==> src/rtl/snitch_tcdm_bank_arbiter.sv <==
// Round-robin arbiter putting NumReq requesters onto one single-cycle TCDM bank.
// Define SNITCH_TCDM_ARB_PERF_CNT_EN to add the conflict_cnt_o performance counter.
module snitch_tcdm_bank_arbiter #(
  parameter int unsigned NumReq    = 4,
  parameter int unsigned AddrWidth = 10,
  parameter int unsigned DataWidth = 64
) (
  input  logic                                 clk_i,
  input  logic                                 rst_ni,
  input  logic [NumReq-1:0]                    req_i,
  input  logic [NumReq-1:0][AddrWidth-1:0]     add_i,
  input  logic [NumReq-1:0]                    wen_i,
  input  logic [NumReq-1:0][DataWidth/8-1:0]   be_i,
  input  logic [NumReq-1:0][DataWidth-1:0]     wdata_i,
  output logic [NumReq-1:0]                    gnt_o,
  output logic [NumReq-1:0]                    rvalid_o,
  output logic [DataWidth-1:0]                 rdata_o,
  output logic                                 mem_cs_o,
  output logic                                 mem_wen_o,
  output logic [AddrWidth-1:0]                 mem_add_o,
  output logic [DataWidth/8-1:0]               mem_be_o,
  output logic [DataWidth-1:0]                 mem_wdata_o,
  input  logic [DataWidth-1:0]                 mem_rdata_i
`ifdef SNITCH_TCDM_ARB_PERF_CNT_EN
  ,
  output logic [31:0]                          conflict_cnt_o
`endif
);

  localparam int unsigned IdxW = (NumReq > 1) ? $clog2(NumReq) : 1;

  logic [IdxW-1:0]             rr_q, rr_d, gnt_idx, rsp_idx_q;
  logic [NumReq-1:0][IdxW-1:0] cand;
  logic                        gnt_vld, rsp_vld_q;

  // cand[i] is the i-th index visited when searching upward from rr_q
  for (genvar i = 0; i < NumReq; i++) begin : g_cand
    assign cand[i] = IdxW'((32'(rr_q) + 32'(i)) % NumReq);
  end

  always_comb begin
    gnt_vld = 1'b0;
    gnt_idx = '0;
    for (int i = 0; i < NumReq; i++) begin
      if (!gnt_vld && req_i[cand[i]]) begin
        gnt_vld = 1'b1;
        gnt_idx = cand[i];
      end
    end
  end

  // Bank-side request is forced quiet while reset is held
  always_comb begin
    gnt_o       = '0;
    mem_cs_o    = 1'b0;
    mem_wen_o   = 1'b0;
    mem_add_o   = '0;
    mem_be_o    = '0;
    mem_wdata_o = '0;
    if (gnt_vld && rst_ni) begin
      gnt_o[gnt_idx] = 1'b1;
      mem_cs_o       = 1'b1;
      mem_wen_o      = wen_i[gnt_idx];
      mem_add_o      = add_i[gnt_idx];
      mem_be_o       = be_i[gnt_idx];
      mem_wdata_o    = wdata_i[gnt_idx];
    end
  end

  assign rr_d = (gnt_idx == IdxW'(NumReq - 1)) ? '0 : gnt_idx + IdxW'(1);

  always_ff @(posedge clk_i or negedge rst_ni) begin
    if (!rst_ni) begin
      rr_q      <= '0;
      rsp_vld_q <= 1'b0;
      rsp_idx_q <= '0;
    end else begin
      if (gnt_vld) rr_q <= rr_d;
      rsp_vld_q <= gnt_vld & ~wen_i[gnt_idx];
      if (gnt_vld) rsp_idx_q <= gnt_idx;
    end
  end

  for (genvar k = 0; k < NumReq; k++) begin : g_rvalid
    assign rvalid_o[k] = rsp_vld_q && (rsp_idx_q == IdxW'(k));
  end

  assign rdata_o = rsp_vld_q ? mem_rdata_i : '0;

`ifdef SNITCH_TCDM_ARB_PERF_CNT_EN
  logic multi_req;
  // Clearing the lowest set bit leaves something only if two or more bits were set
  assign multi_req = |(req_i & (req_i - NumReq'(1)));

  always_ff @(posedge clk_i or negedge rst_ni) begin
    if (!rst_ni) conflict_cnt_o <= '0;
    else if (multi_req && (conflict_cnt_o != '1)) conflict_cnt_o <= conflict_cnt_o + 32'd1;
  end
`endif

endmodule

==> config.mk <==
export PLATFORM = sky130hd
export DESIGN_NAME = snitch_tcdm_bank_arbiter
export DESIGN_NICKNAME = d
export VERILOG_FILES = /design/src/rtl/snitch_tcdm_bank_arbiter.sv
export SDC_FILE = /design/constraint.sdc
export NUM_CORES = 1
export LEC_CHECK = 0
export BUFFER_PORTS_ARGS = -buffer_cell sky130_fd_sc_hd__clkbuf_2
export CAP_MARGIN = 20
export CORE_AREA = 8 8 212 214
export CTS_CLUSTER_DIAMETER = 80
export DETAILED_ROUTE_END_ITERATION = 7
export DIE_AREA = 0 0 220 222
export PLACE_DENSITY = 0.34
export SLEW_MARGIN = 20
export SYNTH_ARGS = -nofsm -noshare
export SYNTH_HDL_FRONTEND = slang
export SYNTH_SLANG_ARGS = --single-unit
==> constraint.sdc <==
create_clock -name clk_i -period 1.9 [get_ports clk_i]
set_input_delay 0.095 -clock clk_i [delete_from_list [all_inputs] [get_ports clk_i]]
set_output_delay 0.095 -clock clk_i [all_outputs]
set_load 0.02 [all_outputs]
=== Word-level counts from Yosys, hierarchy flattened ===
Index checks and enable logic that the tools add are counted.

* Add/sub/neg operators: 4
* Order comparisons: 6
* Equality and inequality tests: 4
* Multiplexer cells: 34
* Bitwise operators: 2
* Reductions and logical operators: 13

{| class="wikitable"
|+ Operators by type and width
! cell !! number
|-
| $mux W64 || 3
|-
| $bmux W64 S2 || 1
|-
| $bmux W10 S2 || 1
|-
| $mux W10 || 2
|-
| $bmux W8 S2 || 1
|-
| $mux W8 || 2
|-
| $lt A2 B3 Y1 const B || 5
|-
| $mux W1 || 12
|-
| $bmux W1 S2 || 5
|-
| $mux W2 || 5
|-
| $logic_and A1 B1 Y1 || 9
|-
| $eq A2 B2 Y1 const B || 3
|-
| $add A2 B1 Y2 const B || 2
|-
| $add A2 B2 Y2 const B || 2
|-
| $mux W4 || 1
|-
| $logic_not A1 Y1 || 3
|-
| $demux W1 S2 || 1
|-
| $eq A2 B1 Y1 const B || 1
|-
| $ge A2 B1 Y1 const B || 1
|-
| $logic_not A2 Y1 || 1
|-
| $and A1 B1 Y1 || 1
|-
| $not A1 Y1 || 1
|}

* Bits in registers: 5
* Input port bits: 402
* Output and inout bits: 156
* Word-level logic and storage cells: 66

=== Depth between registers and ports, before layout ===
Gate-level depths: netlist of the first run.

* Depth after elaboration: 17
* Gate-level depth with buffers: 9
* Mapped depth without buffers: 6

=== Least setup slack after synthesis of the first run ===
OpenSTA, ideal clock, no wires.

* Path kind: register to register
* Start: register rr_q[1]
* End: register rr_q[1]
* Library setup time: 0.125 ns
* Arrival: 1.641 ns
* Data required time: 1.775 ns
* Path slack: 0.134 ns
* Cell stages (with the launch flop): 9
* Buffers on the path: 3
* Period minus slack after synthesis: 1.766 ns
* Cell sequence: dfrtp_1 -> nand2_1 -> nand3b_1 -> a2bb2oi_1 -> buf_4 -> buf_6 -> buf_4 -> ha_1 -> mux2_2

* Word-level cells in the longest chain between the ends: 14
* Elaborated cells between the ends (all ways): 28
* Those cells by class: 4 x add/sub; 1 x eq/ne; 17 x mux; 6 x reduce/logical

{| class="wikitable"
|+ Ends and longest elaborated chain
! element !! RTL line !! source
|-
| start: declaration || 32 || <nowiki>logic [IdxW-1:0] rr_q, rr_d, gnt_idx, rsp_idx_q;</nowiki>
|-
| start signal: assignment || 78 || <nowiki>if (gnt_vld) rr_q <= rr_d;</nowiki>
|-
| parallel branches: the longest is 11 deep, another holds $add A2 B1 Y2 || - ||
|-
| $mux W2 * || 45 || <nowiki>if (!gnt_vld && req_i[cand[i]]) begin</nowiki>
|-
| named net gnt_idx[1] || 32 ||
|-
| $add A2 B1 Y2 / $eq A2 B2 Y1 (equally long branches) || 70 || <nowiki>assign rr_d = (gnt_idx == IdxW'(NumReq - 1)) ? '0 : gnt_idx + IdxW'(1);</nowiki>
|-
| $mux W2 * || 70 ||
|-
| named net rr_d[1] || 32 ||
|}

Mark *: on every way through the listed nets, which the timed path passes. The select of a mux whose other input is x is not followed.
A chain may end at the register's enable or synchronous reset.

=== Final worst setup path of the first run ===
* Start: register rr_q[1]
* End: output mem_wdata_o[55]

* Word-level cells in the longest chain between the ends: 15
* Elaborated cells between the ends (all ways): 29
* Those cells by class: 3 x add/sub; 19 x mux; 7 x reduce/logical

{| class="wikitable"
|+ Ends and longest elaborated chain
! element !! RTL line !! source
|-
| parallel branches: the longest is 14 deep, another holds $add A2 B1 Y2 || - ||
|-
| $mux W64 * || 60 || <nowiki>if (gnt_vld && rst_ni) begin</nowiki>
|-
| end: declaration || 22 || <nowiki>output logic [DataWidth-1:0] mem_wdata_o,</nowiki>
|}

Every way passes the cells marked *. The select of a mux whose other input is x is not followed.

==> results of run 1 <==
-- metal layers --
metal,share of wire,GRT usage,up-vias
li1,-,-,2777
met1,0.38,0.110,2638
met2,0.53,0.196,292
met3,0.080,0.0210,10
met4,0.0090,0.0156,0
met5,0,0,-
-- repair_timing --
| item | CTS | global route |
|---|---|---|
| hold buffers | 1 | 0 |
| gates cloned | 8 | 6 |
| resized for setup | 91 | 276 |
| buffers inserted | 14 | 9 |
| setup endpoints to repair | 88 | 89 |
| hold endpoints to repair | 5 | 0 |
| pin swaps | 3 | 21 |
-- placed cells by master, fill, tap and decap left out, drive strengths merged, types with 2 or more instances in the layout --
cell type  count
nor3b          2
buf          158
o2bb2ai        2
and2          70
mux2i        166
a21oi          4
clkbuf       507
mux2           2
ha             4
inv            3
dfrtp          5
nand2          8
o22ai         82
-- final cells by class --
class                      instances  area, um^2
clock buffer                       4        78.8
tap                              539         674
timing repair buffer             662        4640
multi-input combinational        349        3980
sequential                         5         126
fill                            4560       32000
inverter                           3        16.3
-- power by group through the flow --
| stage | clock, mW | sequential [mW] | combinational, mW |
|---|---|---|---|
| global placement | 0 | 0.199 | 6.77 |
| detailed placement | 0 | 0.202 | 6.74 |
| floorplan | 0 | 0.190 | 4.24 |
| finish | 0.343 | 0.202 | 9.32 |
| global route | 0.364 | 0.213 | 9.88 |
| CTS | 0.349 | 0.199 | 7.94 |
-- cell families (layout without fill, tap and decap cells) --
| group | count (synthesis) | after routing | share of synthesized area |
|---|---|---|---|
| buffers and inverters | 47 | 669 | 0.0846 |
| AO/OA/AOI/OAI | 89 | 89 | 0.266 |
| flip-flops | 5 | 5 | 0.0334 |
| adder cells (fa/ha/maj) | 4 | 4 | 0.0134 |
| AND/OR/NAND/NOR | 88 | 88 | 0.152 |
| multiplexers | 168 | 168 | 0.450 |
-- metrics by stage --
step	total power, mW	setup TNS (ns)
2_1_floorplan	4.43	0
3_3_place_gp	6.97	-4.09
3_5_place_dp	6.94	-4.13
4_1_cts	8.49	-22.49
5_1_grt	10.5	-29.39
6_report	9.87	-18.98
-- flip-flops by register name, summed over array words and instances (netlist names) --
register / flops
rr_q: 2
rsp_vld_q: 1
rsp_idx_q: 2
-- worst paths after layout --
path / to / slack (ns) / cells past startpoint
setup / recovery: mem_wdata_o[55] / -0.29 / 10
setup reg to reg: rr_q[1] / -0.05 / 9
min in group asynchronous: rsp_vld_q / 0.31 / 3
hold reg to reg: rsp_idx_q[1] / 0.55 / 2
hold / removal: rsp_vld_q / 0.29 / 4
max in group asynchronous: rr_q[1] / 1.46 / 3
-- worst reg2reg max path, delay by kind of cell (launching register included) --
family | cells | cell delay [ns]
mux | 1 | 0.25
simple gates | 2 | 0.20
fa+ha+maj | 1 | 0.18
flops | 1 | 0.43
buf+inv | 4 | 0.58
compound gates | 1 | 0.17
==> results.md, run 1 <==
Power and ir drop:
- The leakage dissipation is 4.76 nW.
- The sequential cell fraction of total power is 0.020.
- The combinational power share is 0.945.
- Summed over all nets, the switching power comes to 4.54 mW.
- Of the total power, the share spent switching nets is 0.460.
- The design internal power is 5.33 mW.
- In this run the power density over the cells is 1040 mW/mm^2.
- Of the total power, the clock network draws 0.035.
- VDD sags by at most 353 uV.

Floorplanning:
- 558 I/O pins were placed.
- The y dimension of the die is 222 um.
- The area of the die is 0.0488 mm^2.
- The floorplan row count is 75.
- The region available for standard cell placement spans 0.0415 mm^2.
- The die boundary width is 220 um.
- The initial utilization of the core area, before any placement, comes to 0.0902.

Drt:
- The final routed wirelength across all metal layers is 28500 um.
- For this run, the detailed router's first-pass iteration total came to 4.
- The detailed-route vias per instance is 3.66.
- The number of design-rule violations left by the first detailed-router iteration is 131.
- The final route contains 5717 vias.
- In the routed design, unresolved DRC markers number 0.
- The antenna violation net count after detailed routing is 0.
- The average wire length per cell after detail routing is 18.3 um.

STA:
- Derived from the worst setup path, the maximum achievable clock frequency is 457 MHz.
- Setup violations remaining at the end of the flow were counted as 88.
- The max-slew violation count is 0.
- The slack of the critical path is -0.289 ns.
- The worst setup skew after layout is 0.000199 ns.
- The final-report hold violation count is 0.
- The slew at the pin with the worst max-slew slack is 0.262 ns.
- Setup repair after global routing could not meet its margin everywhere.
- The final clock period utilization by the worst path is 1.15.
- The worst hold slack is 0.292 ns.
- The worst pin sits at a relative slew slack of 0.822.
- The routed design could run at a clock period as short as 2.19 ns.

Cells and area:
- For this run, the post-layout net count is 1430.
- 0 antenna diodes ended up in the layout.
- In the final layout, the share of cells above drive strength 1 is 0.820.
- The area added between synthesis and finish is 154%.
- The share of the core filled with cells is 0.229.
- The count of cells in the finished layout, fillers not included, comes to 1562.
- Once layout is done, the placed cells without fillers occupy 0.00952 mm^2.

Synthesis:
- Synthesis handed over a netlist of 401 instances.
- By instance count, the leading cell after synthesis is sky130_fd_sc_hd__mux2i_1.
- The area of the mapped netlist is 0.00374 mm^2.
- The cell type contributing the most total cell area after synthesis is sky130_fd_sc_hd__mux2i_1.
- The share of the synthesized area in the top cell type is 0.444.
- By count the netlist is led by 166 x sky130_fd_sc_hd__mux2i_1, 70 x sky130_fd_sc_hd__o22ai_2, 69 x sky130_fd_sc_hd__and2_1.
- The synthesized design contains 0 enable-type register cells.
- In the post-synthesis netlist, the biggest area contributors are sky130_fd_sc_hd__mux2i_1 44%, sky130_fd_sc_hd__o22ai_2 23%, sky130_fd_sc_hd__and2_1 12%.
- The post-synthesis net count is 807.
- The average instance in the mapped netlist occupies 9.33 um^2.
- The async set or reset register ratio after synthesis is 1.00.
- Of the synthesized area, sequential elements account for 0.0334.
- The register bit total from synthesis is 5.
- The most instantiated flip-flop cell in the synthesis netlist is sky130_fd_sc_hd__dfrtp_1.
- The total of warnings raised by yosys is 0.
- The number of different library cells in the post-synthesis netlist is 29.

CTS:
- The cell sitting at the root of the clock tree is a sky130_fd_sc_hd__clkbuf_16.
- TritonCTS built the clock tree.
- The clock-pin slew on the worst setup and hold paths is 0.03 ns.
- In this run the deepest clock path goes through 2 buffers.
- The number of clock buffers added by TritonCTS is 3.
- The count of clock tree sinks is 5.
- The clock insertion delay at the later pin of the skew report is 0.22 ns.
- The H-tree level count is 1.

Place:
- The post-DP HPWL is 22500 um.
- Input and output buffers added on the ports amount to 557.
- At the end of routability-driven placement, the weighted congestion stood at 0.785.
- The placed standard-cell area is 0.00760 mm^2.
- The post-placement cell count is 1523.
- Before CTS, the worst setup slack after placement is -0.128 ns.

GRT:
- The number of global-route vias before repair came to 6300.
- The wire length of the first global-routing pass is 38000 um.
- Entering global routing, the biggest net connects 69 pins.
- Summed over all layers, the global routing overflow is 0.
- The global router's overall resource usage is 0.100.
- The initial antenna violation count came to 0.

Worst setup path:
- STA classifies the critical path startpoint as a register.
- On the critical path the largest part of the delay comes from buffers and inverters.
- The largest individual stage delay along the critical path comes from the cell sky130_fd_sc_hd__dfrtp_2.
- For the worst setup path, the data required time is 1.80 ns.
- The startpoint identified for the worst register-to-register timing path is rr_q[1].
- The number of buffers and inverters on the critical path is 5.
- The critical path is of the register to output port type.
- The startpoint of the most critical setup path is rr_q[1].
- The most used cell along the critical path is sky130_fd_sc_hd__buf_12.
- The signal on the critical path passes through nand2_2, nand3b_1, a2bb2oi_4, buf_12, buf_12, buf_16, buf_12, mux2i_2, o22ai_2, buf_6.
- In this design, the stage delay of the slowest critical-path cell is 0.43 ns.
- At the worst endpoint, the arrival time is 2.09 ns.
- The biggest fanout along the worst timing path is 8.
- The critical path endpoint category is an output port.

Status:
- The run finished, with violations left.
- The final reports fail on setup timing.

Worst hold path:
- The worst hold path begins at wen_i[2].
- The path class of the tightest hold or removal check is input pin to register.

Job:
- The reported max-cap violation count is 0.
Note: power is estimated with default switching activity, not from simulation.
==> run 2: changes to the inputs <==
Settings changed: CORE_AREA 8 8 212 214 to 2 2 219 221, DIE_AREA 0 0 220 222 to 0 0 221 223, PLACE_DENSITY 0.34 to 0.31.
==> run 2 against run 1 <==
The run still ends with setup timing left. Via count decreased by 0.17%. Clock power hardly changed. Global-route usage decreased by 1.1 points. Sequential share of layout area is 0.057 points lower. Core utilization shrank 1.9 points. First-iteration DRC count decreased by 15%.
==> results.md, run 2 (synthesis gave the netlist of run 1 again) <==
Drt:
- The DRC violation count after routing is 0.
- The antenna violation net count after detailed routing is 0.
- The detailed router placed 5707 vias in this run.
- The final routed wirelength across all metal layers is 25400 um.
- The average wire length per cell after detail routing is 15.5 um.
- The number of iterations in the first detailed-routing pass is 4.
- The number of design-rule violations left by the first detailed-router iteration is 112.
- Using the TritonRoute via totals, the vias-per-cell ratio works out to 3.48.

Worst setup path:
- The family with the most delay on the worst path is buffers and inverters.
- The kind of start point of the critical path is a register.
- The worst setup path is of the register to output port kind.
- At the worst endpoint, the arrival time is 2.07 ns.
- Counting buffers and inverters, the worst setup path is 9 cells deep.
- Following the worst setup path forward leads to its endpoint at mem_wdata_o[51].
- The required time of the critical path is 1.80 ns.
- The slowest library cell on the worst path is sky130_fd_sc_hd__dfrtp_2.
- Of all nets on the critical path, the largest fanout is 7.
- The startpoint of the most critical setup path is rr_q[1].
- The critical path goes through nand2_2, nand3b_1, a2bb2oi_4, buf_8, buf_12, clkbuf_16, mux2i_2, o22ai_2, buf_6.
- The worst register-to-register path ends at rr_q[1].
- The number of buffers and inverters on the critical path is 4.
- The maximum single-stage delay on the critical path is 0.43 ns.
- STA classifies the critical path endpoint as an output port.
- The number of cells on the worst reg-to-reg path is 8.
- The worst register-to-register path begins at rr_q[1].
- Setup slack on the worst reg-to-reg path comes out at 0.08 ns.

CTS:
- The maximum buffer depth of the clock tree is 2.
- The clock-pin slew on the worst setup and hold paths is 0.03 ns.
- The CTS tree is built.
- The count of clock tree sinks is 5.
- The H-tree level count is 1.
- Clock latency on the worst-skew pair, taken at its later pin, is 0.23 ns.
- In this run the clock root is driven by a sky130_fd_sc_hd__clkbuf_16.
- The number of CTS-inserted buffers is 3.

Floorplanning:
- The number of ports placed on the die boundary is 558.
- After floorplanning, the core was divided into 80 placement rows.
- The placeable core area is 0.0471 mm^2.
- The area of the die is 0.0493 mm^2.
- The die is 221 um wide.
- The initial utilization of the core area, before any placement, comes to 0.0794.
- The die is 223 um tall.

Cells and area:
- Of the cells placed in the final design, the portion with a size suffix greater than 1 is 0.826.
- The number of antenna repair diodes is 0.
- The sequential cell area is 126 um^2.
- Summing all multi-input logic gate instances after layout gives 0.00418 mm^2.
- The library cell used most frequently in the layout, excluding fill and tap cells, is sky130_fd_sc_hd__clkbuf_2.
- The net count of the finished layout is 1431.
- The area added between synthesis and finish is 166%.
- The layout has 5201 filler cells.
- The share of the core filled with cells is 0.211.
- In the layout the commonest cells are 473 x sky130_fd_sc_hd__clkbuf_2, 80 x sky130_fd_sc_hd__mux2i_1, 65 x sky130_fd_sc_hd__and2_1, 62 x sky130_fd_sc_hd__o22ai_2, 59 x sky130_fd_sc_hd__buf_6.
- The largest registers in the layout are rr_q (2), rsp_idx_q (2), rsp_vld_q (1).

Status:
- The run finished, with violations left.
- The checks that failed: setup timing.

STA:
- The final period demand of the worst path is 2.16 ns.
- The max-slew violation count is 0.
- The slack of the critical path is -0.260 ns.
- Setup repair after global routing could not meet its margin everywhere.
- The final clock period utilization by the worst path is 1.14.
- The final-report hold violation count was 0.
- Derived from the worst setup path, the maximum achievable clock frequency is 463 MHz.
- Setup violations remaining at the end of the flow were counted as 87.
- The slew at the pin with the worst max-slew slack is 0.354 ns.
- The total negative slack for setup checks is -17.71 ns.
- For the final database, setup skew stands at 0.000683 ns.
- The worst slew margin relative to its limit is 0.764.

GRT:
- The maximum number of pins on one net before global-route repair is 41.
- The first global-routing pass estimated 34400 um of wire.
- The initial antenna violation count is 1.
- The number of global-route vias before repair is 5846.
- After global routing the overflow that remains totals 0.
- The global router's overall resource usage is 0.0893.

Power and ir drop:
- The leakage dissipation is 4.80 nW.
- The cell area power density is 1020 mW/mm^2.
- The maximum vdd ir drop is 393 uV.

Worst hold path:
- The min-delay analysis places its worst path in the category input pin to register.

Place:
- The final RePlAce weighted congestion is 0.820.
- The post-DP HPWL is 20400 um.
- Input and output buffers added on the ports amount to 557.
- The worst slack at placement is -0.359 ns.

Job:
- The tool flagged a number of max-cap violations equal to 0.
==> run 2: changes by cell type in the layout (fill, tap and decap cells not counted), sizes merged <==
cell  previous run  this run
buf            158       159
==> run 2: worst min-delay path by stage <==
stage,from,endpoint,slack (ns),cells past startpoint
after floorplan,rst_ni,rr_q[0],-0.20,0
after global placement,rst_ni,rsp_idx_q[0],0.01,2
after detailed placement,rst_ni,rsp_idx_q[0],0.02,2
after CTS,wen_i[3],rsp_vld_q,0.20,3
after global routing,wen_i[2],rsp_vld_q,0.23,3
final,wen_i[2],rsp_vld_q,0.20,3
==> run 2: stage by stage <==
step	instance area (um^2)	power, mW	cells	hold slack [ns]
floorplan	3740	4.43	401	-0.201
global placement	7740	6.96	1603	0.0135
detailed placement	7740	6.94	1603	0.0155
CTS	8630	8.52	1624	0.203
global route	9940	10.7	1639	0.231
finish	9940	10.2	1639	0.198
==> run 2: repair_timing <==
action	in CTS	in global routing
pin swaps	6	22
setup buffers	12	8
gates cloned	5	8
setup endpoints to repair	89	88
endpoints found under the hold margin	5	0
hold buffers	1	0
gates resized for setup	132	300
==> run 2: cell type report <==
cell class | count | share of cell area
Sequential cell | 5 | 0.0127
Multi-Input combinational cell | 349 | 0.420
Timing Repair Buffer | 663 | 0.480
Tap cell | 615 | 0.0774
Inverter | 3 | 0.00164
Clock buffer | 4 | 0.00793
==> run 2: layer usage <==
layer	routed length, um	vias up	GRT usage
met5	17	-	0
met4	493	2	0.0225
met3	1430	29	0.0144
met2	13600	296	0.172
met1	9880	2597	0.101
li1	-	2783	-
==> run 2: report_power, final <==
group / internal [mW] / switching (mW) / total [mW] / leakage [nW]
clock: 0.278 / 0.0659 / 0.344 / 0.0382
combinational: 5.14 / 4.48 / 9.62 / 4.71
sequential: 0.154 / 0.0470 / 0.201 / 0.0577
total: 5.57 / 4.60 / 10.2 / 4.80
==> run 2: tightest hold or removal path, cell delays in order <==
cell and delay (ns):
sky130_fd_sc_hd__clkbuf_2 0.07, sky130_fd_sc_hd__mux2_4 0.14, sky130_fd_sc_hd__o2bb2ai_1 0.07
==> run 3: changes to the inputs <==
Settings changed: CAP_MARGIN 20 to 15, CORE_AREA 2 2 219 221 to 2 2 214 216, DIE_AREA 0 0 221 223 to 0 0 216 218, MAX_ROUTING_LAYER set to met4.
Clock period 1.9 ns to 2 ns, I/O delays scaled along.
==> run 3 against run 2 <==
The flow still finishes with violations (setup timing). Critical path depth rose by 1. Clock power shrank 5%. Non-clock buffer count decreased by 1. Sequential cell count stayed put. Design area fell by 2.9%. Final cell count is 0.85% lower. Via count hardly changed. Count of clock-buffer cells in the layout is the same. First-iteration DRC count grew 7.1%. Register-to-register slack gained 0.05 ns. Hold slack improved by 0.027 ns. Clock skew is essentially flat. Critical endpoint is now mem_wdata_o[21]. Largest cell class unchanged. Highest routed layer is now met4.
==> results.md, run 3 (synthesis gave the netlist of run 1 again) <==
Power and ir drop:
- Internal power comes to 4.97 mW.
- The share of total power dissipated in sequential elements is 0.021.
- In this run the static leakage power is 4.72 nW.
- The maximum vdd ir drop is 429 uV.
- Of the total power, combinational logic draws 0.944.
- Of the total power, the clock network draws 0.035.
- The net switching fraction of the power is 0.466.
- The cell area power density is 965 mW/mm^2.
- The net switching component of the power is 4.34 mW.

GRT:
- The global router's overall resource usage is 0.0847.
- The maximum number of pins on one net before global-route repair is 40.
- The total overflow left after global routing is 0.
- The number of global-route vias before repair is 5351.
- The initial antenna violation count is 2.
- The first global-routing pass estimated 30100 um of wire.

Worst setup path:
- The setup slack of the worst register-to-register path is 0.13 ns.
- STA classifies the critical path endpoint as an output port.
- The biggest fanout along the worst timing path is 6.
- The capturing point of the worst reg2reg path is rsp_vld_q.
- Together, buffers and inverters on the worst path number 5.
- The startpoint of the worst-slack reg-to-reg timing path is rr_q[1].
- The number of cells on the worst reg-to-reg path is 9.
- The worst setup path is launched from a register.
- For this run, the slowest stage of the critical path takes 0.43 ns.
- For this design, the slowest cell found on the critical path is sky130_fd_sc_hd__dfrtp_2.
- On the critical path the largest part of the delay comes from buffers and inverters.
- The arrival time at the worst endpoint is 2.08 ns.
- The most used cell along the critical path is sky130_fd_sc_hd__buf_4.
- At the worst endpoint, the required time is 1.90 ns.
- The startpoint-to-endpoint class of the critical path is register to output port.
- Walking the worst path, the cells encountered are nand2_2, nand3b_1, a2bb2oi_4, buf_4, buf_12, buf_4, buf_6, mux2i_1, o22ai_2, clkbuf_2.

Status:
- The run finished, with violations left.
- The checks that failed: setup timing.

STA:
- Of the available clock period, the critical path in the final layout requires 1.09.
- The number of endpoints failing setup at the final stage is 86.
- For this run, the top clock speed supported by timing is 458 MHz.
- The worst setup skew after layout is 0.00106 ns.
- The slew at the pin with the worst max-slew slack is 0.241 ns.
- The worst pin sits at a relative slew slack of 0.836.
- The final-report hold violation count came to 0.
- The max-slew violation count is 0.
- The final period demand of the worst path is 2.18 ns.
- Setup repair after global routing could not meet its margin everywhere.
- The slack of the critical path is -0.185 ns.
- After routing, the total negative slack on setup checks comes to -11.35 ns.

Floorplanning:
- The placeable core area is 0.0449 mm^2.
- During I/O placement, the number of pins put on the boundary was 558.
- The die boundary width is 216 um.
- The initial utilization of the core area, before any placement, comes to 0.0834.
- The initialized floorplan defines 78 standard-cell rows.
- The y dimension of the die is 218 um.
- The area of the die is 0.0471 mm^2.

Job:
- The tool flagged a number of max-cap violations equal to 0.

Worst hold path:
- The path with the worst hold slack has its endpoint at rsp_vld_q.
- The number of instances on the worst hold path is 3.
- The worst hold path belongs to the class input pin to register.
- In this run the most critical hold path is launched from wen_i[2].

Cells and area:
- The sequential cell area is 126 um^2.
- The net count of the finished layout is 1430.
- In the final layout, the share of cells above drive strength 1 is 0.816.
- Fill cells in the final layout number 4971.
- The share of the core filled with cells is 0.215.
- The most common cell after layout, fill and taps aside is sky130_fd_sc_hd__clkbuf_2.
- Summing all multi-input logic gate instances after layout gives 0.00416 mm^2.
- The area added between synthesis and finish is 158%.
- The library cells used most frequently in the layout, excluding fill and tap cells, are 502 x sky130_fd_sc_hd__clkbuf_2, 78 x sky130_fd_sc_hd__mux2i_1, 69 x sky130_fd_sc_hd__and2_1, 53 x sky130_fd_sc_hd__o22ai_2.
- The largest registers in the layout are rr_q (2), rsp_idx_q (2), rsp_vld_q (1).
- The final cell count without fillers is 1625.

Drt:
- After detailed routing, the wire length on met1 is 9730 um.
- The first TritonRoute pass finished after 4 iterations.
- The final routed wirelength across all metal layers is 25200 um.
- The detailed router used layers up to and including met4.
- The antenna violation net count after detailed routing is 0.
- The detailed-route vias per instance is 3.51.
- The total via count in the routed design is 5705.
- The number of design-rule violations left by the first detailed-router iteration is 120.
- The met2 wirelength from detailed routing is 13700 um.
- Dividing the detail-routed wire length by the instance count gives 15.5 um.
- The DRC violation count after routing is 0.
- The routed length on met3 is 1420 um.

CTS:
- The clock insertion delay at the later pin of the skew report is 0.23 ns.
- The clock root buffer master is sky130_fd_sc_hd__clkbuf_16.
- The longest clock path from root to sink contains 2 buffers.
- TritonCTS created 3 clock buffers.
- After clock tree synthesis, the clock-pin slew on the worst setup and hold paths is 0.03 ns.
- The count of clock tree sinks is 5.
- The CTS tree is built.
- CTS built an H-tree with a depth of 1.

Place:
- Routability-driven placement finished with a final weighted congestion of 0.773.
- The post-DP HPWL is 19000 um.
- The number of buffer cells added on primary ports is 557.
- The worst slack at placement is -0.0142 ns.
- The number of placed instances, taps included, is 1572.
run 3: cell count changes in the layout (fill, tap and decap cells not counted), sizes merged:
cell,change
buf,-21
clkbuf,+20
diode,+2
run 3: stage by stage:
step | hold slack [ns] | total power [mW] | cell area (um^2)
after floorplan | -0.196 | 4.21 | 3740
after global placement | 0.0431 | 6.52 | 7600
after detailed placement | 0.0434 | 6.50 | 7600
after CTS | 0.226 | 7.21 | 8000
after global routing | 0.256 | 9.81 | 9650
final | 0.226 | 9.31 | 9650
run 3: what timing repair did:
action	in CTS	in global routing
buffers inserted	3	27
hold buffers	1	0
setup endpoints to repair	87	87
hold endpoints to repair	5	0
pin swaps	0	15
gates cloned	1	15
resized for setup	61	257
run 3: worst max path at each step:
stage	startpoint	endpoint	slack, ns	cells after the start
after global routing	rr_q[1]	mem_wdata_o[20]	-0.29	9
after detailed placement	rr_q[0]	mem_wdata_o[48]	-0.01	8
after floorplan	rr_q[1]	rr_q[1]	0.23	8
after global placement	rr_q[0]	mem_wdata_o[48]	-0.01	8
after CTS	rr_q[1]	mem_wdata_o[32]	-0.21	10
final	rr_q[1]	mem_wdata_o[21]	-0.18	10
run 3: area by class of cell:
type                    count  share of cell area
well taps                 600              0.0778
clock buffers               4             0.00817
inverters                   3             0.00169
repair buffers            662               0.467
flip-flops and latches      5              0.0131
multi-input cells         349               0.431
diodes                      2            0.000519
run 3: power groups by stage:
stage	Combinational (mW)	Sequential, mW	Clock, mW
6_report	8.79	0.192	0.328
5_1_grt	9.27	0.201	0.340
4_1_cts	6.68	0.190	0.335
3_5_place_dp	6.31	0.192	0
3_3_place_gp	6.33	0.190	0
2_1_floorplan	4.03	0.181	0
run 3: metal layers:
metal,track usage,up-vias
met3,0.00837,16
met5,-,-
met2,0.174,307
met4,0.0100,0
met1,0.0881,2604
li1,-,2778
run 3: tightest hold or removal path: cells and delay by family:
family                 cells  cell delay (ns)
AO/OA/AOI/OAI              1             0.07
buffers and inverters      1             0.07
multiplexers               1             0.16
